--- src/rtl/uart_pkg.sv ---
// UART shared definitions: FSM state encoding and line levels.
// Used by both the transmit serializer and the receiver.
package uart_pkg;

    typedef enum logic [2:0] {
        IDLE   = 3'd0,
        START  = 3'd1,
        DATA   = 3'd2,
        PARITY = 3'd3,
        STOP   = 3'd4
    } uart_state_t;

    localparam int   UART_DATA_BITS   = 8;
    localparam logic UART_START_LEVEL = 1'b0;
    localparam logic UART_STOP_LEVEL  = 1'b1;
    localparam logic UART_IDLE_LEVEL  = 1'b1;

endpackage

--- src/rtl/uart_bit_timer.sv ---
// Clocks-per-bit counter; pulses bit_end on the last cycle of each bit.
// clear restarts the count so a new frame starts on a full bit boundary.
module uart_bit_timer #(
    parameter int CLKS_PER_BIT = 5208
) (
    input  logic clk,
    input  logic rst,
    input  logic clear,
    output logic bit_end
);

    localparam int CW = $clog2(CLKS_PER_BIT);
    localparam logic [CW-1:0] LAST = CW'(CLKS_PER_BIT - 1);

    logic [CW-1:0] cnt;

    always_ff @(posedge clk or posedge rst) begin
        if (rst) begin
            cnt <= '0;
        end else if (clear || cnt == LAST) begin
            cnt <= '0;
        end else begin
            cnt <= cnt + CW'(1);
        end
    end

    assign bit_end = (cnt == LAST) && !clear;

endmodule

--- src/rtl/uart_tx_serializer.sv ---
// UART transmit framing: start, 8 data bits LSB-first, optional parity,
// stop bit(s). All outputs come straight from flops.
module uart_tx_serializer
    import uart_pkg::*;
#(
    parameter int CLKS_PER_BIT = 5208,
    parameter int STOP_BITS    = 1
) (
    input  logic       clk,
    input  logic       rst,
    input  logic       tx_start,
    input  logic [7:0] data_in,
    input  logic       parity_in,
    input  logic       parity_en,
    output logic       tx,
    output logic       tx_busy,
    output logic       tx_done
);

    localparam logic [2:0] LAST_IDX = 3'(UART_DATA_BITS - 1);
    localparam logic [2:0] LAST_STOP = 3'(STOP_BITS - 1);

    uart_state_t state, state_nx;

    logic [7:0] shift_q, shift_nx;
    logic       par_q, par_nx;
    logic       pen_q, pen_nx;
    logic [2:0] idx_q, idx_nx;
    logic       tx_q, tx_nx;
    logic       busy_q, busy_nx;
    logic       done_q, done_nx;
    logic       timer_clear;
    logic       bit_end;
    logic [2:0] idx_inc;

    uart_bit_timer #(
        .CLKS_PER_BIT(CLKS_PER_BIT)
    ) u_timer (
        .clk     (clk),
        .rst     (rst),
        .clear   (timer_clear),
        .bit_end (bit_end)
    );

    assign idx_inc = idx_q + 3'd1;

    always_ff @(posedge clk or posedge rst) begin
        if (rst) begin
            state   <= IDLE;
            shift_q <= '0;
            par_q   <= 1'b0;
            pen_q   <= 1'b0;
            idx_q   <= '0;
            tx_q    <= UART_IDLE_LEVEL;
            busy_q  <= 1'b0;
            done_q  <= 1'b0;
        end else begin
            state   <= state_nx;
            shift_q <= shift_nx;
            par_q   <= par_nx;
            pen_q   <= pen_nx;
            idx_q   <= idx_nx;
            tx_q    <= tx_nx;
            busy_q  <= busy_nx;
            done_q  <= done_nx;
        end
    end

    // Next-state logic also computes the registered line value for the
    // following cycle, so tx changes exactly on the bit boundary.
    always_comb begin
        state_nx    = state;
        shift_nx    = shift_q;
        par_nx      = par_q;
        pen_nx      = pen_q;
        idx_nx      = idx_q;
        tx_nx       = tx_q;
        busy_nx     = busy_q;
        done_nx     = 1'b0;
        timer_clear = 1'b0;

        unique case (state)
            IDLE: begin
                tx_nx   = UART_IDLE_LEVEL;
                busy_nx = 1'b0;
                if (tx_start) begin
                    shift_nx    = data_in;
                    par_nx      = parity_in;
                    pen_nx      = parity_en;
                    idx_nx      = '0;
                    timer_clear = 1'b1;
                    tx_nx       = UART_START_LEVEL;
                    busy_nx     = 1'b1;
                    state_nx    = START;
                end
            end
            START: begin
                if (bit_end) begin
                    idx_nx   = '0;
                    tx_nx    = shift_q[0];
                    state_nx = DATA;
                end
            end
            DATA: begin
                if (bit_end) begin
                    if (idx_q == LAST_IDX) begin
                        idx_nx = '0;
                        if (pen_q) begin
                            tx_nx    = par_q;
                            state_nx = PARITY;
                        end else begin
                            tx_nx    = UART_STOP_LEVEL;
                            state_nx = STOP;
                        end
                    end else begin
                        idx_nx = idx_inc;
                        tx_nx  = shift_q[idx_inc];
                    end
                end
            end
            PARITY: begin
                if (bit_end) begin
                    idx_nx   = '0;
                    tx_nx    = UART_STOP_LEVEL;
                    state_nx = STOP;
                end
            end
            STOP: begin
                if (bit_end) begin
                    if (idx_q == LAST_STOP) begin
                        idx_nx   = '0;
                        tx_nx    = UART_IDLE_LEVEL;
                        busy_nx  = 1'b0;
                        done_nx  = 1'b1;
                        state_nx = IDLE;
                    end else begin
                        idx_nx = idx_inc;
                    end
                end
            end
            default: begin
                state_nx = IDLE;
                tx_nx    = UART_IDLE_LEVEL;
                busy_nx  = 1'b0;
            end
        endcase
    end

    assign tx      = tx_q;
    assign tx_busy = busy_q;
    assign tx_done = done_q;

endmodule
--- config.mk ---
export PLATFORM = sky130hd
export DESIGN_NAME = uart_tx_serializer
export DESIGN_NICKNAME = d
export VERILOG_FILES = /design/src/rtl/uart_pkg.sv /design/src/rtl/uart_bit_timer.sv /design/src/rtl/uart_tx_serializer.sv
export SDC_FILE = /design/constraint.sdc
export NUM_CORES = 1
export LEC_CHECK = 0
export ABC_AREA = 1
export ABC_CLOCK_PERIOD_IN_PS = 2000
export CORE_MARGIN = 3
export CORE_UTILIZATION = 48
export CTS_CLUSTER_SIZE = 25
export DETAILED_ROUTE_END_ITERATION = 7
export PLACE_DENSITY_LB_ADDON = 0.25
export SLEW_MARGIN = 25
export SYNTH_ARGS = -nofsm -noshare
export SYNTH_HDL_FRONTEND = slang
export SYNTH_SLANG_ARGS = --single-unit
--- constraint.sdc ---
create_clock -name clk -period 2 [get_ports clk]
set_input_delay 0.2 -clock clk [delete_from_list [all_inputs] [get_ports clk]]
set_output_delay 0.2 -clock clk [all_outputs]
set_load 0.005 [all_outputs]
==> metrics <==
Port-buffer cells 15; Max Cap Violations 0; crit end category flop; power share of the clock group between 20% and 30%; Multi-input gate area ~850 sq um; total grt overflow 0; num rows 21; CTS sink cnt 32; switching power ~0.00096 W; final setup fails 0; Inserted Clock Buffers 5; Inserted Diodes 0; dominant cell type by area after synthesis dfrtp_1; Leak between 0.9 and 1 nW; status complete, no violations; critical path's top delay family simple AND/OR/NAND/NOR gates; fin cells roughly 270; hold buffers post-CTS 0; post-DP HPWL between 2 and 3 mm; Tightest Pin Transition between 0.3 and 0.4 ns; Via Count between 1,000 and 1,500; CP Buf/Inv Count 0; Synth area leaders dfrtp_1 (44%), nand2_1 (9.4%), nand3_1 (5.4%); DR pass1 iterations 4; Req. time, crit path about 2.2 ns; slowest stage delay, CP roughly 0.38 ns; Internal around 0.0016 W; most common cell in the netlist nand2_1; Remaining DRCs 0; first-pass GRT wire length 6.03 mm; post-route ant nets 0; Synthesis Warnings 0; post-layout min period about 1.6 ns; starting density of the core ~51%; pre-CTS setup slack ~0.42 ns; DR vias/cell 5.10; syn_area_per_cell 8.64 sq um; Worst-path clk slew roughly 0.070 ns; Primary FF master, synth dfrtp_1; Mapped Cells ~200; Longest Clk Path Bufs 2; Slew Limit Fails 0; initial antenna violation count 0; critical-path cell list ha_1, nand2_1, nor2_1, nand3_2, nand2_1, a21oi_1, o21a_1; die width 66.6 um; Clock Root Buffer clkbuf_8; Worst Slack Setup Final about 0.44 ns; number of global-route vias before repair approximately 1,300; I/O Pins 16; Tot Pwr around 0.0025 W; FFs w/ async S/R, synth 100%; Final nets around 240; Routed WL per cell about 12 um; Seq pwr share roughly two fifths; most frequent cells after synthesis nand2_1 (44), dfrtp_1 (31), nor2_1 (20), nand3_1 (19), inv_1 (18); sequential-to-total area share from yosys stat about 46%; Reg area 802 sq um; peak supply drop 0.000511 V; worst relative slew slack about three quarters; CTS tree built; Syn Nets ~220; Switching Share a little under two fifths; CP startpoint kind flop; fmax around 640 MHz; Arr. time, crit path 1.74 ns; post-CTS setup buffer count 0; clk_lat worst skew 0.29 ns; final worst path period share 77.9%; Fill cells about 300; Min-Delay Path Class in2async; Post-synth EDFFs 0; Post-CTS Resized 0; Area growth syn-to-layout 17.0%; H-Tree Depth 2; CP max stage cell dfrtp_1; setup TNS 0 ns; Fin. Hold Viols 0; layout cells sized above 1 16.7%; GPL Wtd Cong between 0.8 and 0.9; Comb pwr share 38.4%; clk_skew a little under 0.007 ns; full die area 4430 sq um; top-area cell type share of the netlist area approximately 44%; most used cell, CP nand2_1; #FFs+latches synth 32; cell area power density roughly 1200 nW/um^2; DRT Wirelength 3.32 mm; synthesized area 1760 sq um; largest net degree at the start of global routing 33; total track usage roughly 18%; Setup CP Type reg2reg; die height roughly 67 um; DRT iter0 DRCs between 50 and 60; Cells after DPL about 270; worst-path fanout max 12; core area 3440 sq um; distinct cell type count of the synthesized netlist 34; RSZ-0062 raised after global routing no
## layout make-up
cell class	instances	share of cell area [%]
sequential	32	38.9
tap	46	2.79
multi-input combinational	147	41.5
clock inverter	2	0.486
timing repair buffer	17	8.01
inverter	23	4.31
clock buffer	6	4.01
## layout by cell type (no fill, tap or decap), types with 2 or more instances in the layout
cell type        count
a21oi_1             10
buf_4                2
clkbuf_8             6
clkdlybuf4s50_1     15
clkinv_2             2
dfrtp_1             31
ha_1                 4
inv_1               18
inv_2                4
mux2_2               7
mux2_4               2
nand2_1             44
nand2_4              2
nand3_1             19
nand4_1              3
nor2_1              20
nor2_4               2
nor3_1              10
nor3_2               2
o211ai_1             2
o21ai_1              3
xor2_1               5
## registers in the layout (all words and copies together) (netlist names)
register	flops
u_timer.cnt	13
shift_q	8
idx_q	3
state	3
par_q	1
pen_q	1
tx	1
tx_busy	1
tx_done	1
## logic make-up after synthesis
group	Yosys count	share of synthesized area, %
DFF	32	45.5
muxes	9	6.18
xor gates and xnor gates	5	2.49
buffers and inverters	25	5.97
adders and majority gates	4	2.84
and+or+nand+nor	108	29.7
AOI/OAI and AO/OA	21	7.32
## worst min-delay path: stages
cell	delay (ns)
clkdlybuf4s50_1	0.39
inv_1	0.05
buf_4	0.35
## metal layers
metal | share of wire [%] | global-route usage, % | vias to the layer above
li1 | - | - | 719
met5 | 0 | 0 | -
met4 | 2.0 | 8.38 | 0
met1 | 48 | 23.9 | 646
met2 | 46 | 28.1 | 21
met3 | 3.6 | 4.55 | 7
## per-stage QoR
stage | hold slack (ns) | cell area (sq um) | utilization, %
2_1_floorplan | 0.315 | 1760 | -
3_3_place_gp | 0.464 | 1970 | 57.2
3_5_place_dp | 0.461 | 1970 | 57.2
4_1_cts | 0.301 | 2060 | 59.9
5_1_grt | 0.358 | 2060 | 59.9
6_report | 0.289 | 2060 | 59.9
## path summary, 6_finish.rpt
check / startpoint / endpoint / slack [ns] / depth (start not counted)
max: u_timer.cnt[0] / u_timer.cnt[10] / 0.44 / 7
min: rst / idx_q[2] / 0.29 / 3
max reg2reg: u_timer.cnt[0] / u_timer.cnt[10] / 0.44 / 7
min reg2reg: tx / tx / 0.47 / 2
max in group asynchronous: rst / tx / 1.39 / 3
min in group clk: tx / tx / 0.47 / 2
## power by group through the flow
stage | Combinational, W | Sequential [W] | Clock [W]
2_1_floorplan | 0.000773 | 0.000999 | 0
3_3_place_gp | 0.000955 | 0.00104 | 0
3_5_place_dp | 0.000972 | 0.00105 | 0
4_1_cts | 0.000979 | 0.00104 | 0.000530
5_1_grt | 0.00111 | 0.00106 | 0.000565
6_report | 0.000968 | 0.00104 | 0.000520
Note: power is estimated with default switching activity, not from simulation.
